$ cat config.mk
export PLATFORM = sky130hd
export DESIGN_NAME = lsu
export DESIGN_NICKNAME = d
export VERILOG_FILES = /design/src/rtl/lsu.sv
export SDC_FILE = /design/constraint.sdc
export NUM_CORES = 1
export LEC_CHECK = 0
export BUFFER_PORTS_ARGS = -buffer_cell sky130_fd_sc_hd__buf_2
export CAP_MARGIN = 30
export CORE_MARGIN = 4
export CORE_UTILIZATION = 54
export DETAILED_ROUTE_END_ITERATION = 10
export GPL_ROUTABILITY_DRIVEN = 1
export PLACE_DENSITY = 0.83
export SETUP_SLACK_MARGIN = 0.15
export SYNTH_ARGS = -nofsm -noshare
export SYNTH_HDL_FRONTEND = slang
export SYNTH_SLANG_ARGS = --single-unit
$ cat constraint.sdc
create_clock -name clk -period 2.9 [get_ports clk]
set_input_delay 0.58 -clock clk [delete_from_list [all_inputs] [get_ports clk]]
set_output_delay 0.58 -clock clk [all_outputs]
set_load 0.005 [all_outputs]
$ cat src/rtl/lsu.sv
// Load/store unit: one req/ack data-memory transaction at a time, with load alignment/extension
// and a valid/ready response to writeback. Define MISALIGN_TRAP_EN to trap misaligned H/W accesses.
module lsu #(
  parameter int unsigned ACK_TIMEOUT = 255
) (
  input  logic        clk,
  input  logic        rst_n,
  input  logic        in_valid,
  output logic        in_ready,
  input  logic [3:0]  lsu_op,
  input  logic [31:0] addr,
  input  logic [31:0] wdata,
  output logic        out_valid,
  input  logic        out_ready,
  output logic [31:0] out_rdata,
  output logic        out_err,
  output logic        mem_req,
  output logic        mem_we,
  output logic [31:0] mem_addr,
  output logic [3:0]  mem_wstrb,
  output logic [31:0] mem_wdata,
  input  logic        mem_ack,
  input  logic [31:0] mem_rdata
);

  typedef enum logic [1:0] {IDLE, REQ, RESP} state_t;

  localparam int CW = (ACK_TIMEOUT < 2) ? 1 : $clog2(ACK_TIMEOUT + 1);

  state_t        state;
  logic [CW-1:0] cnt;
  logic [CW-1:0] cnt_inc;
  logic          is_store;
  logic [2:0]    funct3;
  logic [1:0]    offset;

  logic          op_bad;
  logic          misalign;
  logic [3:0]    strb;
  logic [31:0]   wd;
  logic [7:0]    byte_sel;
  logic [15:0]   half_sel;
  logic [31:0]   load_data;

  assign cnt_inc = cnt + 1'b1;

  // Stores only have B/H/W widths; loads additionally have BU/HU.
  always_comb begin
    op_bad = 1'b0;
    if (lsu_op[3]) begin
      op_bad = (lsu_op[2:0] > 3'd2);
    end else begin
      case (lsu_op[2:0])
        3'b000, 3'b001, 3'b010, 3'b100, 3'b101: op_bad = 1'b0;
        default:                                op_bad = 1'b1;
      endcase
    end
  end

`ifdef MISALIGN_TRAP_EN
  always_comb begin
    misalign = 1'b0;
    if (lsu_op[1:0] == 2'b01)      misalign = addr[0];
    else if (lsu_op[1:0] == 2'b10) misalign = (addr[1:0] != 2'b00);
  end
`else
  assign misalign = 1'b0;
`endif

  always_comb begin
    strb = 4'b0000;
    wd   = 32'h0;
    if (lsu_op[3]) begin
      case (lsu_op[1:0])
        2'b00: begin
          strb = 4'b0001 << addr[1:0];
          wd   = {4{wdata[7:0]}};
        end
        2'b01: begin
          strb = 4'b0011 << {addr[1], 1'b0};
          wd   = {2{wdata[15:0]}};
        end
        default: begin
          strb = 4'b1111;
          wd   = wdata;
        end
      endcase
    end
  end

  always_comb begin
    byte_sel  = mem_rdata[8*offset +: 8];
    half_sel  = offset[1] ? mem_rdata[31:16] : mem_rdata[15:0];
    load_data = mem_rdata;
    case (funct3)
      3'b000:  load_data = {{24{byte_sel[7]}}, byte_sel};
      3'b100:  load_data = {24'h0, byte_sel};
      3'b001:  load_data = {{16{half_sel[15]}}, half_sel};
      3'b101:  load_data = {16'h0, half_sel};
      default: load_data = mem_rdata;
    endcase
    if (is_store) load_data = 32'h0;
  end

  always_ff @(posedge clk or negedge rst_n) begin
    if (!rst_n) begin
      state     <= IDLE;
      in_ready  <= 1'b1;
      out_valid <= 1'b0;
      out_err   <= 1'b0;
      out_rdata <= 32'h0;
      mem_req   <= 1'b0;
      mem_we    <= 1'b0;
      mem_addr  <= 32'h0;
      mem_wstrb <= 4'b0000;
      mem_wdata <= 32'h0;
      cnt       <= '0;
      is_store  <= 1'b0;
      funct3    <= 3'b000;
      offset    <= 2'b00;
    end else begin
      case (state)
        IDLE: begin
          if (in_valid) begin
            in_ready <= 1'b0;
            if (op_bad || misalign) begin
              state     <= RESP;
              out_valid <= 1'b1;
              out_err   <= 1'b1;
              out_rdata <= 32'h0;
            end else begin
              state     <= REQ;
              mem_req   <= 1'b1;
              mem_we    <= lsu_op[3];
              mem_addr  <= {addr[31:2], 2'b00};
              mem_wstrb <= strb;
              mem_wdata <= wd;
              cnt       <= '0;
              is_store  <= lsu_op[3];
              funct3    <= lsu_op[2:0];
              offset    <= addr[1:0];
            end
          end
        end
        REQ: begin
          // An ack arriving on the limit cycle still completes normally.
          if (mem_ack) begin
            state     <= RESP;
            mem_req   <= 1'b0;
            out_valid <= 1'b1;
            out_err   <= 1'b0;
            out_rdata <= load_data;
          end else if (ACK_TIMEOUT != 0 && cnt_inc == CW'(ACK_TIMEOUT)) begin
            state     <= RESP;
            mem_req   <= 1'b0;
            out_valid <= 1'b1;
            out_err   <= 1'b1;
            out_rdata <= 32'h0;
          end else begin
            cnt <= cnt_inc;
          end
        end
        RESP: begin
          if (out_ready) begin
            state     <= IDLE;
            in_ready  <= 1'b1;
            out_valid <= 1'b0;
            out_err   <= 1'b0;
            out_rdata <= 32'h0;
          end
        end
        default: begin
          state    <= IDLE;
          in_ready <= 1'b1;
        end
      endcase
    end
  end

endmodule

==> flow_summary.json <==
{
  "status": "complete, no violations",
  "cts_tree": "yes",
  "synth_common_cells": "211 x nand2_1, 117 x dfrtp_1, 60 x o21ai_0",
  "synth_edf_count": 0,
  "dieArea_sq_um": 12500,
  "grt_pass1_wl_mm": 28.8,
  "dieWidth_um": 112,
  "drt-vias-per-instance": 5.60,
  "highest_layer": "met5",
  "wl_met1_mm": 6.69,
  "yosysUniqueCellTypes": 52,
  "p_leak_nw": 4.26,
  "async_flop_share_pct": 100,
  "cts_setup_buffers": 0,
  "slowest_delay_ps": 890,
  "cts.reportedPaths.clkPinSlew_ps": 60,
  "vias": 5599,
  "ys.warnings.count": 0,
  "relSlewSlack_pct": 32.0,
  "ant_nets": 0,
  "hold_viol": 0,
  "wl_met3_mm": 1.75,
  "p_total_mw": 7.34,
  "fin_nets": 957,
  "path_cells": "ha_1, nor2b_1, o21a_1, o211ai_2, a22o_1, a21o_1",
  "hold_class": "primary input to asynchronous set/reset pin",
  "endpoint_kind": "register",
  "irDropWorstVdd_uv": 513,
  "cts_hold_buf": 0,
  "htree_levels": 4,
  "required_ps": 3350,
  "crit_type": "register to register",
  "fmax_mhz": 407,
  "n_antenna_cell": 0,
  "syn_to_final_growth_pct": 29.9,
  "placementRows": 37,
  "cts_sinks": 118,
  "tns_ps": 0,
  "drt_wl_total_mm": 17.3,
  "grt.overflow.total": 0,
  "drive_above_1_share_pct": 32.4,
  "first_global_vias": 5740,
  "fin_crit_sh_pct": 84.6,
  "rsz0062_at_grt": "no",
  "antenna_found_initial": 1,
  "grt_max_degree": 87,
  "p_per_area_nw_per_um2": 974,
  "synth.avg_cell_area_sq_um": 8.84,
  "hpwl_mm": 12.2,
  "period_minus_slack_ps": 2450,
  "slowest_stage": "a22o_1",
  "ys_ff_latch": 118,
  "routabilityCongestion": 0.888,
  "synth_top_area_cell": "dfrtp_1",
  "die_h_um": 112,
  "drc": 0,
  "first_iter_violations": 444,
  "ios": 210,
  "yosys-top-cells-area": "dfrtp_1 51%, nand2_1 14%, o21ai_0 5.2%, a21o_1 3.5%, mux2_2 3.3%",
  "grt_use_total_pct": 28.6,
  "cts_buffers": 17,
  "setup_viol": 0,
  "wl_per_cell_um": 17.3,
  "synth_ff_type": "dfrtp_1",
  "cap_violations": 0,
  "synth_top_area_share_pct": 50.5,
  "dr_wl_met2_mm": 8.36,
  "arrival_ps": 2910,
  "postCtsResizedCells": 0,
  "netlist_instances": 656,
  "start_util_pct": 55.9,
  "port_buffers": 207,
  "cts_max_path_buffers": 2,
  "first_pass_iters": 5,
  "critPathLaunchType": "register",
  "finalClockSkew_ps": 7.87,
  "cp_max_fo": 28,
  "syn_area_sq_um": 5800,
  "slew_violations": 0,
  "tightest_slew_ps": 1020,
  "clockRootBuffer": "clkbuf_8",
  "synth_most_common_cell": "nand2_1",
  "r2r_cells": 6,
  "yosysSeqAreaShare_pct": 51.0,
  "core-area_sq_um": 10400,
  "clk_latency_ps": 520
}
-- placed cells by master, fill, tap and decap left out, types with 6 or more instances in the layout --
| cell type | n |
|---|---|
| dfrtp_1 | 117 |
| inv_1 | 23 |
| o21ai_0 | 60 |
| a21o_1 | 27 |
| o22ai_1 | 7 |
| buf_2 | 206 |
| a21oi_1 | 22 |
| nor2_1 | 23 |
| mux2i_1 | 9 |
| a221oi_1 | 12 |
| nor3_1 | 6 |
| nand2_1 | 211 |
| mux2_2 | 17 |
| nand3_1 | 21 |
| buf_4 | 9 |
| clkbuf_16 | 16 |
-- routing by layer --
metal | up-vias | GRT usage (%)
li1 | 2605 | -
met5 | - | 0
met2 | 296 | 46.6
met4 | 2 | 11.9
met1 | 2644 | 34.8
met3 | 52 | 10.2
-- cell type report --
type	count	area, sq um
Sequential cell	118	2950
Fill cell	774	2840
Multi-Input combinational cell	473	2580
Timing Repair Buffer	217	1150
Clock buffer	20	445
Tap cell	136	170
Clock inverter	12	153
Inverter	23	86.3
-- critical path: cells and delay by family (launching register included) --
kind	cells	cell delay, ps
AO/OA/AOI/OAI	4	1600
adder cells (fa/ha/maj)	1	250
flip-flops	1	470
AND/OR/NAND/NOR	1	80
-- cells by family (layout without fill, tap and decap cells) --
kind of cell | Yosys count | in the layout | share of synthesized area (%)
and+or+nand+nor | 286 | 286 | 20.4
AOI/OAI and AO/OA | 149 | 149 | 16.3
DFF | 118 | 118 | 51.0
buffers and inverters | 66 | 272 | 4.75
muxes | 31 | 31 | 6.67
xor gates and xnor gates | 3 | 3 | 0.453
adders and majority gates | 2 | 2 | 0.432
other | 1 | 2 | 0.0647
-- report_power, final --
part           internal, mW  switching [mW]  total, mW
Clock                  1.35           0.752       2.10
Sequential             2.33           0.573       2.90
Combinational          1.04            1.30       2.34
-- registers in the layout (all words and copies together) (netlist names) --
signal / count
mem_req: 1
out_rdata: 32
is_store: 1
state: 2
mem_wdata: 32
mem_addr: 30
cnt: 8
out_err: 1
funct3: 3
in_ready: 1
out_valid: 1
mem_wstrb: 4
offset: 2
-- final timing paths --
check / start / end / slack (ps)
max: cnt[1] / out_rdata[4] / 450
min: rst_n / mem_addr[17] / 90
max reg2reg: cnt[1] / out_rdata[4] / 450
min reg2reg: mem_wdata[0] / mem_wdata[0] / 460
max in group asynchronous: rst_n / in_ready / 2070
min in group clk: addr[9] / mem_addr[9] / 250
-- per-stage QoR --
stage                     hold slack (ps)  setup WS, ps  area, sq um  utilization [%]  std cells
after detailed placement              453           486         6910             66.6        966
after global placement                446           604         6910             66.6        966
after global routing                  118           237         7530             72.6        999
after floorplan                       284           992         5800                -        657
final                                91.2           445         7530             72.6        999
after CTS                            95.8           451         7500             72.4        998
Note: power is estimated with default switching activity, not from simulation.
